File: src/rtl/rrv64_l1d_stride_pf_engine.sv
// L1D stride prefetch engine: per-PC stride training table, line generator and output request FIFO.
// Optional build macro RRV64_PF_DEDUP_EN suppresses candidates already queued or recently issued.
module rrv64_l1d_stride_pf_engine #(
    parameter int PF_ADDR_WIDTH        = 56,
    parameter int PF_ADDR_OFFSET_WIDTH = 6,
    parameter int PF_TRACK_TABLE_DEPTH = 4,
    parameter int PF_ENGINE_THRESHOLD  = 3,
    parameter int PF_ENGINE_STRIDE_NUM = 3,
    parameter int PF_REQ_BUFF_DEPTH    = 4,
    parameter int PF_PC_TAG_W          = 16,
    parameter int PF_STRIDE_W          = 12,
    parameter int PF_CONF_W            = 3,
    parameter int PF_PAGE_W            = 12
) (
    input  logic                                          clk,
    input  logic                                          rst,
    input  logic                                          pf_en,
    input  logic                                          pf_flush,
    input  logic                                          train_vld,
    input  logic [PF_PC_TAG_W-1:0]                        train_pc,
    input  logic [PF_ADDR_WIDTH-1:0]                      train_addr,
    output logic                                          pf_req_vld,
    input  logic                                          pf_req_rdy,
    output logic [PF_ADDR_WIDTH-PF_ADDR_OFFSET_WIDTH-1:0] pf_req_line,
    output logic                                          pf_busy
);
    localparam int LW    = PF_ADDR_WIDTH - PF_ADDR_OFFSET_WIDTH;
    localparam int SW    = PF_STRIDE_W;
    localparam int CW    = PF_CONF_W;
    localparam int PG_LO = PF_PAGE_W - PF_ADDR_OFFSET_WIDTH;
    localparam int TIW   = (PF_TRACK_TABLE_DEPTH > 1) ? $clog2(PF_TRACK_TABLE_DEPTH) : 1;
    localparam int FPW   = (PF_REQ_BUFF_DEPTH > 1) ? $clog2(PF_REQ_BUFF_DEPTH) : 1;
    localparam int CNTW  = $clog2(PF_REQ_BUFF_DEPTH + 1);
    localparam int KW    = $clog2(PF_ENGINE_STRIDE_NUM + 1);

    localparam logic [0:0] GEN_IDLE = 1'b0;
    localparam logic [0:0] GEN_RUN  = 1'b1;

    // Training sample register: the table is looked up one cycle after the tap.
    logic                   trn_vld_q;
    logic [PF_PC_TAG_W-1:0] trn_pc_q;
    logic [LW-1:0]          trn_line_q;

    logic                   tbl_vld    [PF_TRACK_TABLE_DEPTH];
    logic [PF_PC_TAG_W-1:0] tbl_pc     [PF_TRACK_TABLE_DEPTH];
    logic [LW-1:0]          tbl_last   [PF_TRACK_TABLE_DEPTH];
    logic [SW-1:0]          tbl_stride [PF_TRACK_TABLE_DEPTH];
    logic [CW-1:0]          tbl_conf   [PF_TRACK_TABLE_DEPTH];
    logic [TIW-1:0]         rr_ptr;

    logic           hit, free_found, in_range, stride_match, do_train, trigger;
    logic [TIW-1:0] hit_idx, free_idx, alloc_idx;
    logic [LW-1:0]  delta;
    logic [SW-1:0]  new_stride;
    logic [CW-1:0]  new_conf;

    logic [0:0]        gen_state;
    logic [KW-1:0]     gen_k;
    logic [LW-1:0]     gen_cand, gen_stride_ext;
    logic [LW-PG_LO-1:0] gen_base_page;
    logic              gen_run, cand_cross, cand_dup, fifo_full, push, pop, advance;

    logic [LW-1:0]   fifo_mem [PF_REQ_BUFF_DEPTH];
    logic [FPW-1:0]  fifo_wr_ptr, fifo_rd_ptr;
    logic [CNTW-1:0] fifo_cnt;

    logic unused_addr_bits;
    assign unused_addr_bits = ^train_addr[PF_ADDR_OFFSET_WIDTH-1:0];

    always_ff @(posedge clk) begin
        if (rst || pf_flush) begin
            trn_vld_q  <= 1'b0;
            trn_pc_q   <= '0;
            trn_line_q <= '0;
        end else begin
            trn_vld_q  <= train_vld & pf_en;
            trn_pc_q   <= train_pc;
            trn_line_q <= train_addr[PF_ADDR_WIDTH-1:PF_ADDR_OFFSET_WIDTH];
        end
    end

    always_comb begin
        hit        = 1'b0;
        hit_idx    = '0;
        free_found = 1'b0;
        free_idx   = '0;
        for (int i = 0; i < PF_TRACK_TABLE_DEPTH; i++) begin
            if (tbl_vld[i] && (tbl_pc[i] == trn_pc_q) && !hit) begin
                hit     = 1'b1;
                hit_idx = TIW'(i);
            end
            if (!tbl_vld[i] && !free_found) begin
                free_found = 1'b1;
                free_idx   = TIW'(i);
            end
        end
        alloc_idx = free_found ? free_idx : rr_ptr;
    end

    // A delta is usable only when its discarded upper bits are pure sign extension.
    always_comb begin
        delta        = trn_line_q - tbl_last[hit_idx];
        in_range     = (&delta[LW-1:SW-1]) | ~(|delta[LW-1:SW-1]);
        stride_match = in_range && (delta[SW-1:0] == tbl_stride[hit_idx]) && (delta[SW-1:0] != '0);
        new_stride   = stride_match ? tbl_stride[hit_idx] : (in_range ? delta[SW-1:0] : '0);
        new_conf     = '0;
        if (stride_match)
            new_conf = (&tbl_conf[hit_idx]) ? tbl_conf[hit_idx] : tbl_conf[hit_idx] + 1'b1;
        do_train = trn_vld_q & pf_en;
        trigger  = do_train & hit & (32'(new_conf) >= PF_ENGINE_THRESHOLD) & (gen_state == GEN_IDLE);
    end

    always_ff @(posedge clk) begin
        if (rst) begin
            for (int i = 0; i < PF_TRACK_TABLE_DEPTH; i++) begin
                tbl_vld[i]    <= 1'b0;
                tbl_pc[i]     <= '0;
                tbl_last[i]   <= '0;
                tbl_stride[i] <= '0;
                tbl_conf[i]   <= '0;
            end
            rr_ptr <= '0;
        end else if (pf_flush) begin
            for (int i = 0; i < PF_TRACK_TABLE_DEPTH; i++) tbl_vld[i] <= 1'b0;
            rr_ptr <= '0;
        end else if (do_train) begin
            if (hit) begin
                tbl_last[hit_idx]   <= trn_line_q;
                tbl_stride[hit_idx] <= new_stride;
                tbl_conf[hit_idx]   <= new_conf;
            end else begin
                tbl_vld[alloc_idx]    <= 1'b1;
                tbl_pc[alloc_idx]     <= trn_pc_q;
                tbl_last[alloc_idx]   <= trn_line_q;
                tbl_stride[alloc_idx] <= '0;
                tbl_conf[alloc_idx]   <= '0;
                rr_ptr <= (rr_ptr == TIW'(PF_TRACK_TABLE_DEPTH - 1)) ? '0 : rr_ptr + 1'b1;
            end
        end
    end

    // A pop in the same cycle frees a slot, so a full FIFO only stalls without one.
    assign pop        = pf_req_vld & pf_req_rdy;
    assign fifo_full  = (fifo_cnt == CNTW'(PF_REQ_BUFF_DEPTH)) & ~pop;
    assign gen_run    = (gen_state == GEN_RUN);
    assign cand_cross = (gen_cand[LW-1:PG_LO] != gen_base_page);
    assign advance    = gen_run & ~cand_cross & (cand_dup | ~fifo_full);
    assign push       = advance & ~cand_dup;

    always_ff @(posedge clk) begin
        if (rst) begin
            gen_state      <= GEN_IDLE;
            gen_k          <= '0;
            gen_cand       <= '0;
            gen_stride_ext <= '0;
            gen_base_page  <= '0;
        end else if (pf_flush || !pf_en) begin
            gen_state <= GEN_IDLE;
        end else if (gen_state == GEN_IDLE) begin
            if (trigger) begin
                gen_state      <= GEN_RUN;
                gen_k          <= KW'(1);
                gen_stride_ext <= {{(LW-SW){new_stride[SW-1]}}, new_stride};
                gen_cand       <= trn_line_q + {{(LW-SW){new_stride[SW-1]}}, new_stride};
                gen_base_page  <= trn_line_q[LW-1:PG_LO];
            end
        end else if (cand_cross) begin
            gen_state <= GEN_IDLE;
        end else if (advance) begin
            if (gen_k == KW'(PF_ENGINE_STRIDE_NUM)) begin
                gen_state <= GEN_IDLE;
            end else begin
                gen_k    <= gen_k + 1'b1;
                gen_cand <= gen_cand + gen_stride_ext;
            end
        end
    end

    always_ff @(posedge clk) begin
        if (rst || pf_flush) begin
            fifo_wr_ptr <= '0;
            fifo_rd_ptr <= '0;
            fifo_cnt    <= '0;
        end else begin
            if (push) begin
                fifo_mem[fifo_wr_ptr] <= gen_cand;
                fifo_wr_ptr <= (fifo_wr_ptr == FPW'(PF_REQ_BUFF_DEPTH - 1)) ? '0 : fifo_wr_ptr + 1'b1;
            end
            if (pop)
                fifo_rd_ptr <= (fifo_rd_ptr == FPW'(PF_REQ_BUFF_DEPTH - 1)) ? '0 : fifo_rd_ptr + 1'b1;
            fifo_cnt <= fifo_cnt + CNTW'(push) - CNTW'(pop);
        end
    end

`ifdef RRV64_PF_DEDUP_EN
    logic [LW-1:0]  hist_mem [PF_REQ_BUFF_DEPTH];
    logic           hist_vld [PF_REQ_BUFF_DEPTH];
    logic [FPW-1:0] hist_ptr;
    logic [FPW:0]   slot_sum;
    logic [FPW-1:0] slot;

    // Match against every occupied FIFO slot and every remembered issued line.
    always_comb begin
        cand_dup = 1'b0;
        slot_sum = '0;
        slot     = '0;
        for (int i = 0; i < PF_REQ_BUFF_DEPTH; i++) begin
            slot_sum = {1'b0, fifo_rd_ptr} + (FPW+1)'(i);
            if (slot_sum >= (FPW+1)'(PF_REQ_BUFF_DEPTH))
                slot_sum = slot_sum - (FPW+1)'(PF_REQ_BUFF_DEPTH);
            slot = slot_sum[FPW-1:0];
            if ((i < int'(fifo_cnt)) && (fifo_mem[slot] == gen_cand)) cand_dup = 1'b1;
            if (hist_vld[i] && (hist_mem[i] == gen_cand)) cand_dup = 1'b1;
        end
    end

    always_ff @(posedge clk) begin
        if (rst || pf_flush) begin
            for (int i = 0; i < PF_REQ_BUFF_DEPTH; i++) begin
                hist_vld[i] <= 1'b0;
                hist_mem[i] <= '0;
            end
            hist_ptr <= '0;
        end else if (pop) begin
            hist_vld[hist_ptr] <= 1'b1;
            hist_mem[hist_ptr] <= pf_req_line;
            hist_ptr <= (hist_ptr == FPW'(PF_REQ_BUFF_DEPTH - 1)) ? '0 : hist_ptr + 1'b1;
        end
    end
`else
    assign cand_dup = 1'b0;
`endif

    assign pf_req_vld  = (fifo_cnt != '0);
    assign pf_req_line = pf_req_vld ? fifo_mem[fifo_rd_ptr] : '0;
    assign pf_busy     = gen_run | pf_req_vld;

endmodule

File: config.mk
export PLATFORM = sky130hd
export DESIGN_NAME = rrv64_l1d_stride_pf_engine
export DESIGN_NICKNAME = d
export VERILOG_FILES = /design/src/rtl/rrv64_l1d_stride_pf_engine.sv
export SDC_FILE = /design/constraint.sdc
export NUM_CORES = 1
export LEC_CHECK = 0
export CAP_MARGIN = 20
export CORE_MARGIN = 3
export CORE_UTILIZATION = 45
export CTS_BUF_LIST = sky130_fd_sc_hd__clkbuf_4 sky130_fd_sc_hd__clkbuf_8
export DETAILED_ROUTE_END_ITERATION = 16
export PLACE_DENSITY = 0.58
export SYNTH_ARGS = -nofsm -noshare
export SYNTH_HDL_FRONTEND = slang
export SYNTH_SLANG_ARGS = --single-unit
File: constraint.sdc
create_clock -name clk -period 22.8 [get_ports clk]
set_input_delay 4.56 -clock clk [delete_from_list [all_inputs] [get_ports clk]]
set_output_delay 4.56 -clock clk [all_outputs]
set_load 0.01 [all_outputs]
==> run metrics, run 1 <==
multiplexer share of the synthesized area=around 3.8%; Peak VDD IR=0.0450 mV; Pre-antenna DRT Iters=6; fin crit period=between 10000 and 15000 ps; post-synthesis instance total=roughly 4000; I/O Pins=130; startpoint types=register; clk sinks=between 700 and 800; Post-synth EDFFs=~520; slowest cell on the critical path=or4_1; CP delay by family, top=compound AO/OA/AOI/OAI gates; R2R Setup Slk=between 10000 and 15000 ps; pin count of the biggest net entering global routing=approximately 90; Compound-Gate Fraction of Synth Area=approximately 12%; Leak=about 18 nW; WP buf/inv=4; CTS max path bufs=3; worst-path fanout max=65; status=completed; Mapped Area=0.0393 sq mm; Iteration-0 DRC Markers=approximately 2500; Final Hold Vio Count=0; hold path depth=2; syn_nets=4163; routability cong.=between 0.9 and 1; RSZ-0062 raised after global routing=no; Max Cap Viol=0; Synth Area in Adders=around 5.2%; Die Span Y=302 microns; Initial Util=around 46%; Yosys cell types=97; sequential share of the synthesized area=around half; htree depth=3; Slew Viols, Final=0; Post-CTS Setup Bufs=0; Syn. warnings=0; min-delay worst type=register to register; worst r2r path cells=39; Post-Synth XOR/XNOR Area=5.12%; ranking of synthesized cells by area=edfxtp_1 40%, dfxtp_1 9.7%, nand2_1 5.3%; Crit. path cell count=39; max frequency=slightly below 80 MHz; area fraction of the dominant cell type after synthesis=about two fifths; crit path DAT=13300 ps; FF-to-FF Start=trn_pc_q[15]; Wirelength per Cell=21.4 microns; nets@finish=between 4000 and 5000; total track usage=about a quarter; largest family of logic cells by synthesized area=simple AND/OR/NAND/NOR gates; PortBufs=about 120; vias post-DR=approximately 30000; Final period util=55.6%; # rows=107; most frequent cells in the layout=553 x nand2_1, 524 x edfxtp_1, 318 x nor2_1; ANT nets after route=0; leading cell type in the layout, fill and taps excluded=nand2_1; Crit Path Class=register to register; fraction of layout cells with a size suffix above 1=a little under a tenth; Layout area overhead=12.5%; Skew-Pair Late Insertion Delay=between 700 and 800 ps; cts hold-fix bufs=0; Die ar.=~0.09 sq mm; RR Endpoint=gen_cand[46]; leading area contributor after synthesis=edfxtp_1; first-pass GRT wire length=between 150000 and 200000 microns; Worst Max-Slew Pin Slew=approximately 1100 ps; dpl hpwl=approximately 77000 microns; TritonCTS Buffers=119; syn_area_per_cell=between 10 and 15 sq um; Reg clk slew, reported paths=about 60 ps; TNS Setup=0 ps; end point of the critical path=gen_cand[46]; Worst Skew=44.1 ps; Overflow after GRT=0; clk root buf=clkbuf_8; Crit path largest cell delay=~760 ps; via-per-instance ratio=~5.7; CTS tree=yes; DR DRC count=0; core area=0.0858 sq mm; Synth Flop Type=edfxtp_1; Design Area, Final=roughly 0.044 sq mm; initial antenna violation count=1; Synth Area in Simple Gates=between 20% and 30%; Placed Area=0.0416 sq mm; Post-CTS Resized=0; vias in the first global route=29100; Async SR Flop Fraction=0%; Crit. Startpoint=trn_pc_q[15]; final setup violating endpoints=0; worst path required time=around 23000 ps; chip width=around 300 microns; Setup crit end kind=register; final WL=113000 microns; power per cell area=about 64 mW/mm^2; #FFs+latches synth=just over 700; Slew HR=between 20% and 30%
flip-flops by register name, indices dropped and copies added, names as in the netlist, 4 cells and up, named ones only:
register        flops
fifo_mem          200
tbl_vld             4
tbl_pc             64
tbl_stride         48
tbl_last          200
trn_line_q         50
tbl_conf           12
gen_base_page      44
gen_cand           50
trn_pc_q           16
gen_stride_ext     12
report_power, final:
part / leakage, nW / switching [mW] / internal, mW
registers: 7.29 / 0.0199 / 1.41
clock network: 1.37 / 0.532 / 0.676
logic: 9.06 / 0.134 / 0.0763
total: 17.7 / 0.686 / 2.16
worst min-delay path: stages (launching register included):
cell and delay [ps]:
dfxtp_1 320, nand2_1 50, a21oi_1 50
worst min-delay path by stage:
stage	startpoint	to	slack, ps
finish	gen_base_page[7]	gen_base_page[7]	460
CTS	gen_base_page[7]	gen_base_page[7]	460
detailed placement	gen_base_page[7]	gen_base_page[7]	460
global route	gen_base_page[7]	gen_base_page[7]	480
floorplan	gen_base_page[21]	gen_base_page[21]	440
global placement	gen_base_page[29]	gen_base_page[29]	450
cell type report:
type	instances	area, sq um
Antenna cell	3	7.51
Clock buffer	179	2210
Clock inverter	44	358
Fill cell	7859	41600
Inverter	122	458
Multi-Input combinational cell	2890	18600
Sequential cell	715	19600
Tap cell	1144	1430
Timing Repair Buffer	171	1600
cells by family after synthesis:
family	Yosys count
and+or+nand+nor	1676
muxes	87
AOI/OAI and AO/OA	737
adders and majority gates	162
buffers and inverters	318
DFF	715
xor gates and xnor gates	228
synth_stat cells (23+ instances only):
library cell,count
edfxtp_1,524
o21ai_0,118
nor2_1,321
and3_1,45
xnor2_1,147
nor4_1,34
nand4_1,66
buf_2,30
mux4_2,50
nor3_1,124
nand3_1,167
or3_1,25
nand2b_1,35
xor2_1,80
clkbuf_1,145
and2_1,206
nand2_1,556
ha_1,158
a21o_1,81
mux2i_1,33
inv_1,121
a211oi_1,64
dfxtp_1,191
a21oi_1,245
nor2b_1,23
per-stage QoR:
step	power, mW	setup slack [ps]	hold slack [ps]	std cells	util [%]
6_report	2.85	10130	463	5268	51.5
5_1_grt	2.95	9300	475	5267	51.5
4_1_cts	2.87	10210	464	5262	51.5
3_5_place_dp	1.66	10270	458	5039	48.5
3_3_place_gp	1.66	10370	452	5039	48.5
2_1_floorplan	1.59	12750	440	3923	-
metal layers:
metal	track usage, %	part of all wire (%)
met1	34.7	45
met2	38.5	45
met3	3.48	6.6
met4	9.40	3.6
met5	0	0
(Power assumes the default switching activity.)
==> run 2, diff against run 1 <==
PLACE_DENSITY = 0.6   (was 0.58)
clock period = 11.2 ns   (was 22.8 ns; I/O delays follow)
==> run 2 against run 1 <==
  * Non-clock buffer count grew 77
  * Cell count is 1.4% higher
  * Maximum frequency grew 21%
  * Final area increased by 1.3%
  * Critical endpoint is now gen_cand[42]
==> run metrics, run 2 (synthesis gave the netlist of run 1 again) <==
worst-path fanout max=33 (was 65); power per cell area=128 mW/mm^2 (was 64.4 mW/mm^2); Peak VDD IR=0.100 mV (was 0.0450 mV); ANT nets after route=0 (unchanged); Skew-Pair Late Insertion Delay=760 ps (was 750 ps); status=completed (unchanged); Layout area overhead=14.0% (was 12.5%); M2 GR Usage=39.2% (was 38.5%); max frequency=95.1 MHz (was 78.9 MHz); nets@finish=4334 (was 4259); Wirelength per Cell=21.3 microns (was 21.4 microns); WP buf/inv=5 (was 4); htree depth=3 (unchanged); hold path depth=2 (unchanged); Post-Layout Cell Count=5342 (was 5268); fraction of layout cells with a size suffix above 1=10.9% (was 9.00%); Worst Skew=34.6 ps (was 44.1 ps); clk sinks=715 (unchanged); HP Start=gen_base_page[32] (was gen_base_page[7]); final total power=5.74 mW (was 2.85 mW); FF-to-FF Start=trn_pc_q[13] (was trn_pc_q[15]); pin count of the biggest net entering global routing=85 (was 92); final setup violating endpoints=0 (unchanged); Core Util, Final=52.2% (was 51.5%); Worst Max-Slew Pin Slew=1110 ps (was 1130 ps); worst path required time=11860 ps (was 23430 ps); Overflow after GRT=0 (unchanged); fin crit period=10510 ps (was 12670 ps); Placed Area=0.0423 sq mm (was 0.0416 sq mm); core area=0.0858 sq mm (unchanged); first-pass GRT wire length=175000 microns (was 173000 microns); CP delay by family, top=simple AND/OR/NAND/NOR gates (was compound AO/OA/AOI/OAI gates); leading cell type in the layout, fill and taps excluded=nand2_1 (unchanged); Slew HR=25.8% (was 23.5%); worst r2r path cells=39 (unchanged); largest registers=fifo_mem (200), tbl_last (200), tbl_pc (64) (unchanged); total track usage=24.9% (was 24.6%); Placed Cells incl. Taps=5118 (was 5039); RSZ-0062 raised after global routing=no (unchanged); I/O Pins=130 (unchanged); final WL=114000 microns (was 113000 microns); vias in the first global route=29600 (was 29100); Crit Path Class=register to register (unchanged); PnR worst setup slack=690 ps (was 10130 ps); Die Span Y=302 microns (unchanged); vias post-DR=30300 (was 30100); chip width=302 microns (unchanged); routability cong.=0.960 (was 0.909); dpl hpwl=79100 microns (was 76800 microns); TritonCTS Buffers=117 (was 119); # rows=107 (unchanged); clk root buf=clkbuf_8 (unchanged); Setup crit end kind=register (unchanged); initial antenna violation count=3 (was 1); TNS Setup=0 ps (unchanged); final hold slack=465 ps (was 463 ps); Pre-antenna DRT Iters=5 (was 6); min-delay worst type=register to register (unchanged); Reg clk slew, reported paths=60 ps (about the same); Slew Viols, Final=0 (unchanged); Design Area, Final=0.0448 sq mm (was 0.0442 sq mm); CTS tree=yes (unchanged); crit path DAT=11170 ps (was 13300 ps); Die ar.=0.0909 sq mm (unchanged); most frequent cells in the layout=553 x nand2_1, 524 x edfxtp_1, 317 x nor2_1 (was 553 x nand2_1, 524 x edfxtp_1, 318 x nor2_1); M1 GR Usage=34.8% (was 34.7%); Crit. path cell count=39 (unchanged); Iteration-0 DRC Markers=2379 (was 2524); DR DRC count=0 (unchanged); Crit. Startpoint=trn_pc_q[13] (was trn_pc_q[15]); Leak=18.1 nW (was 17.7 nW); Final period util=93.8% (was 55.6%); PortBufs=123 (unchanged); Final Hold Vio Count=0 (unchanged); startpoint types=register (unchanged); Initial Util=45.8% (unchanged); Max Cap Viol=0 (unchanged); slowest cell on the critical path=dfxtp_1 (was or4_1); GR Util met3=3.65% (was 3.48%); grt peak-use layer=met2 (unchanged); pre-CTS setup slack=613 ps (was 10270 ps); Crit path largest cell delay=590 ps (was 760 ps); CTS max path bufs=3 (unchanged); via-per-instance ratio=5.68 (was 5.72)
==> run 2: report_power, final <==
part           internal (mW)  total [mW]  switching [mW]
Clock                   1.31        2.38            1.07
Sequential              2.87        2.91          0.0391
Combinational          0.170       0.455           0.285
==> run 2: worst register-to-register path, delay by kind of cell (launching register included) <==
family	cells	cell delay [ps]
adder cells (fa/ha/maj)	3	1050
multiplexers	1	110
AND/OR/NAND/NOR	15	4040
buffers and inverters	5	750
XOR/XNOR	2	440
flip-flops	1	590
AO/OA/AOI/OAI	13	3390
==> run 2: metal layers <==
metal	vias up	part of all wire [%]
li1	14600	-
met1	14500	45
met2	984	45
met3	204	6.7
met4	2	3.4
met5	-	0.017
==> run 2: what timing repair did <==
action                     in CTS  in global routing
setup buffers                   0                  1
setup endpoints to repair       0                  6
gates resized for setup         0                 14
hold endpoints to repair        0                  0
hold buffers                    0                  0
==> run 2: path summary, 6_finish.rpt <==
check / to / slack [ps]
worst max-delay path: gen_cand[42] / 690
worst min-delay path: gen_base_page[32] / 460
worst max register to register: gen_cand[42] / 690
worst min register to register: gen_base_page[32] / 460
==> run 2: layout make-up <==
class / count / area (sq um)
tap: 1144 / 1430
clock inverter: 35 / 258
clock buffer: 186 / 2220
timing repair buffer: 248 / 2250
sequential: 715 / 19600
antenna: 2 / 5.00
fill: 7825 / 41000
inverter: 122 / 458
multi-input combinational: 2890 / 18600
